<file path="config.mk">
export PLATFORM = sky130hd
export DESIGN_NAME = crossbar_switch_tdm_scheduler
export DESIGN_NICKNAME = d
export VERILOG_FILES = /design/src/rtl/crossbar_switch_tdm_scheduler.sv
export SDC_FILE = /design/constraint.sdc
export NUM_CORES = 1
export LEC_CHECK = 0
export ABC_AREA = 1
export ABC_CLOCK_PERIOD_IN_PS = 3700
export BUFFER_PORTS_ARGS = -buffer_cell sky130_fd_sc_hd__buf_4
export CAP_MARGIN = 20
export CORE_UTILIZATION = 57
export DETAILED_ROUTE_END_ITERATION = 10
export PLACE_DENSITY = 0.84
export SYNTH_ARGS = -nofsm -noshare
export SYNTH_HDL_FRONTEND = slang
export SYNTH_SLANG_ARGS = --single-unit
</file>
<file path="constraint.sdc">
create_clock -name clk -period 3.7 [get_ports clk]
set_input_delay 0.555 -clock clk [delete_from_list [all_inputs] [get_ports clk]]
set_output_delay 0.555 -clock clk [all_outputs]
set_load 0.1 [all_outputs]
</file>
<file path="src/rtl/crossbar_switch_tdm_scheduler.sv">
// Ingress/control end of a TDM-scheduled NxN rotation crossbar.
// Define CROSSBAR_TDM_BYPASS_EN to let beats that already match the rotation cut straight through to the outputs.
module crossbar_switch_tdm_scheduler #(
  parameter int N = 8,
  parameter int W = 8
) (
  input  logic                   clk,
  input  logic                   rst,
  input  logic [N-1:0]           in_valid,
  output logic [N-1:0]           in_ready,
  input  logic [N*W-1:0]         in_data,
  input  logic [N*$clog2(N)-1:0] in_dest,
  output logic [N-1:0]           out_valid,
  output logic [N*W-1:0]         out_data,
  output logic [N*$clog2(N)-1:0] out_src,
  output logic [$clog2(N)-1:0]   shift_o
);
  localparam int SW = $clog2(N);
  localparam logic [SW:0] NX = (SW+1)'(N);

  // Operands are below 2N, so a single conditional subtract brings them into 0..N-1.
  function automatic logic [SW-1:0] mod_n(input logic [SW:0] x);
    return (x >= NX) ? SW'(x - NX) : SW'(x);
  endfunction

  logic [SW-1:0] sh;
  logic [SW:0]   sh_inc;

  logic [N-1:0]  full;
  logic [W-1:0]  bdata [N];
  logic [SW-1:0] bdest [N];

  logic [SW-1:0] tgt [N];
  logic [SW-1:0] src [N];
  logic [N-1:0]  dep;
  logic [N-1:0]  acc;
  logic [N-1:0]  byp;
  logic [N-1:0]  emit;
  logic [W-1:0]  edata [N];

  assign sh_inc  = {1'b0, sh} + (SW+1)'(1);
  assign shift_o = sh;

  always_ff @(posedge clk) begin
    if (rst)                 sh <= '0;
    else if (sh_inc == NX)   sh <= '0;
    else                     sh <= sh_inc[SW-1:0];
  end

  // tgt[i] is where input i lands this cycle; src[j] is the input landing on output j.
  for (genvar i = 0; i < N; i++) begin : g_lane
    assign tgt[i]      = mod_n((SW+1)'(i) + {1'b0, sh});
    assign src[i]      = mod_n((SW+1)'(i) + NX - {1'b0, sh});
    assign dep[i]      = full[i] && (tgt[i] == bdest[i]);
    assign in_ready[i] = !full[i] || dep[i];
    assign acc[i]      = in_valid[i] && in_ready[i];
`ifdef CROSSBAR_TDM_BYPASS_EN
    assign byp[i]      = !full[i] && in_valid[i] && (tgt[i] == in_dest[i*SW +: SW]);
`else
    assign byp[i]      = 1'b0;
`endif
    assign emit[i]     = dep[i] || byp[i];
    assign edata[i]    = dep[i] ? bdata[i] : in_data[i*W +: W];
  end

  always_ff @(posedge clk) begin
    if (rst) begin
      full <= '0;
      for (int i = 0; i < N; i++) begin
        bdata[i] <= '0;
        bdest[i] <= '0;
      end
    end else begin
      for (int i = 0; i < N; i++) begin
        if (acc[i] && !byp[i]) begin
          full[i]  <= 1'b1;
          bdata[i] <= in_data[i*W +: W];
          bdest[i] <= in_dest[i*SW +: SW];
        end else if (dep[i]) begin
          full[i]  <= 1'b0;
        end
      end
    end
  end

  // Rotation is a permutation, so each output has exactly one candidate source.
  always_ff @(posedge clk) begin
    if (rst) begin
      out_valid <= '0;
      out_data  <= '0;
      out_src   <= '0;
    end else begin
      for (int j = 0; j < N; j++) begin
        out_valid[j] <= emit[src[j]];
        if (emit[src[j]]) begin
          out_data[j*W +: W]  <= edata[src[j]];
          out_src[j*SW +: SW] <= src[j];
        end
      end
    end
  end

  always_ff @(posedge clk) begin
    if (!rst) begin
      for (int i = 0; i < N; i++) begin
        if (in_valid[i]) assert (int'(in_dest[i*SW +: SW]) < N);
      end
    end
  end

endmodule

</file>
==> results.tsv <==
stage	metric	value	unit
setup_path	worst_setup_path_start_kind	flop	
synthesis	ys_warn_count	0	
routing	postRouteAntennaNets	0	
routing	routed_via_density	6.023	
global_route	grt_pass1_wl	66400	um
setup_path	slowest_delay	580	ps
sta	finalSetupViolations	0	
global_route	gr-usage-met3	9.434	%
setup_path	reg2reg_depth	14	
sta	final-hold-violation-count	0	
synthesis	yosysTopAreaCell	edfxtp_1	
routing	vias	12460	
floorplan	die_area	0.02105	mm2
sta	rsz0062_at_grt	false	
setup_path	cp_common_cell	nand2_1	
floorplan	core_region_area	0.01978	mm2
synthesis	synth_cell_type_count	32	
power	irDropWorstVdd	0.3287	mV
synthesis	syn_area	0.01167	mm2
floorplan	pin_count	205	
placement	port_buffers	204	
synthesis	synthesis.nets	1744	
setup_path	critPathLaunch	shift_o[0]	
final_layout	num-fill-cells	1617	
global_route	grtUsageMet2	64.47	%
final_layout	nets	1891	
sta	final.period_utilization	95.16	%
clocking	clk_pin_slew	80	ps
sta	tightestPinTransition	862.8	ps
synthesis	synthCells	1643	
clocking	numCtsBuffers	17	
global_route	grt_max_degree	81	
sta	hold_slack	381.7	ps
sta	final.min_clock_period	3521	ps
power	p_leak	0.007058	uW
clocking	clock_latency	450	ps
synthesis	synth_top_family_by_area	simple AND/OR/NAND/NOR gates	
clocking	root_buffer	clkbuf_16	
clocking	cts_resized	0	
global_route	met1_usage	55.12	%
run	drv_cap	0	
clocking	h-tree-depth	4	
synthesis	synth_compound_gate_area_share	1.973	%
outcome	status	finished, final reports clean	
global_route	first_global_vias	11310	
clocking	cts_num_sinks	195	
floorplan	core.rowCount	51	
setup_path	worst-endpoint-arrival	2970	ps
placement	post-dp-hpwl	33730	um
synthesis	synthAdderAreaFrac	0.3217	%
power	p_total	7937	uW
global_route	antenna_found_initial	0	
synthesis	synth-seq-area-share	41.00	%
sta	skew	10.59	ps
global_route	overflow	0	
setup_path	slowest_stage	buf_4	
clocking	cts_max_path_buffers	2	
setup_path	crit_buf_inv	2	
final_layout	layout-drive-gt1-share	18.69	%
synthesis	synth_xor_area_share	0.3002	%
clocking	post_cts_buffers	0	
final_layout	diodes	0	
setup_path	worstPathRequired	3140	ps
synthesis	syn_avg_cell_area	7.102	um2
sta	slew_headroom	42.48	%
worst_hold_path	hold_depth	3	
final_layout	multiInputGateArea	0.005639	mm2
synthesis	yosys.area_share.simple	45.73	%
routing	routed_wl	43750	um
global_route	top_usage_layer	met2	
setup_path	crit_family	simple AND/OR/NAND/NOR gates	
setup_path	path_max_fanout	53	
clocking	ctsHoldBuffers	0	
global_route	grt_usage	41.62	%
setup_path	critPathCaptureType	primary output	
floorplan	fp.dieH	145.1	um
setup_path	critPathKind	reg2out	
final_layout	area_growth	18.06	%
setup_path	crit_chain	buf_4 > ha_1 > nand2_1 > nand2_8 > nand2_1 > nand2_2 > nand2_1 > nand2_1 > buf_4	
worst_hold_path	min_from	in_valid[7]	
floorplan	start_util	58.99	%
final_layout	final_core_util	69.64	%
setup_path	r2r_start	shift_o[0]	
floorplan	die_w	145.1	um
routing	dr.pass1.iters	6	
sta	fin_setup_tns	0	ps
routing	drc_errors	0	
sta	slew_viol_final	0	
sta	setup_ws	178.9	ps
routing	wl_per_cell	21.15	um
sta	clock.fmax	284.0	MHz
final_layout	regArea	0.004786	mm2
synthesis	synth-seq-cells	195	
setup_path	crit_cells	9	
synthesis	synth_mux_area_share	0	%
worst_hold_path	hold_class	in2reg	
power	p_per_area	576.1	mW/mm2
synthesis	synth.top_cell.area_share	22.65	%
synthesis	ys_top_cells_by_area	edfxtp_1 23%, dfxtp_1 18%, nand3_1 18%	
placement	place_congestion	1.072	
placement	dp_slack	430.0	ps
clocking	cts_tree	done	
routing	detailedRoute.firstIterationViolations	2011	
## power by group
group          internal (uW)  switching, uW  total (uW)
logic                    743           2650        3390
clock network            896            967        1860
registers               2530            159        2690
total                   4170           3770        7940
## worst min-delay path, cell delays in order
cell and delay [ps]:
buf_4 80, nand2_1 50, a21oi_1 110
## registers in the layout, summed over array words and instances, names as in the netlist
signal     cells
bdata         64
bdest         24
full           8
out_data      64
out_src       24
out_valid      8
shift_o        3
## synth_stat cells (all sizes together)
cell type	number
edfxtp	88
nor2	119
nand2	450
buf	66
a21oi	20
nand3b	19
xor2	2
o21ai	17
clkinv	4
clkbuf	30
nand3	439
xnor2	2
ha	3
inv	195
dfxtp	107
nand4	82
## kinds of logic after synthesis
group / count (synthesis)
and+or+nand+nor: 1109
xor gates and xnor gates: 4
AOI/OAI and AO/OA: 37
DFF: 195
adders and majority gates: 3
buffers and inverters: 295
## routing by layer
layer | wire, um | part of all wire, % | vias to the layer above
li1 | - | - | 5742
met4 | 2254 | 5.2 | 0
met3 | 5081 | 12 | 146
met2 | 19470 | 45 | 878
met5 | 0 | 0 | -
met1 | 16940 | 39 | 5689
## per-stage QoR
stage,std cells,area (um2)
after floorplan,1643,11670
after global placement,2036,13210
after detailed placement,2036,13210
after CTS,2068,13780
after global routing,2068,13780
final,2068,13780
## cell usage in the layout, fill, tap and decap left out, drive strengths merged, types with 12 or more instances in the layout
master,Yosys,final
nand2,450,450
nand3,439,439
buf,66,224
inv,195,202
nor2,119,119
dfxtp,107,107
edfxtp,88,88
nand4,82,82
a21oi,20,20
nand3b,19,19
clkbuf,30,17
o21ai,17,17
clkinv,4,12
## final cells by class
class                           instances  area share (%)
Multi-Input combinational cell       1153           40.94
Sequential cell                       195           34.74
Timing Repair Buffer                  224           12.30
Inverter                              199           5.477
Clock buffer                           17           3.088
Tap cell                              265           2.407
Clock inverter                         15           1.054
## final timing paths
| kind | end | slack, ps |
|---|---|---|
| max | in_ready[5] | 180 |
| min | full[7] | 380 |
| max reg2reg | out_data[62] | 290 |
| min reg2reg | out_data[56] | 460 |
Note: power is estimated with default switching activity, not from simulation.
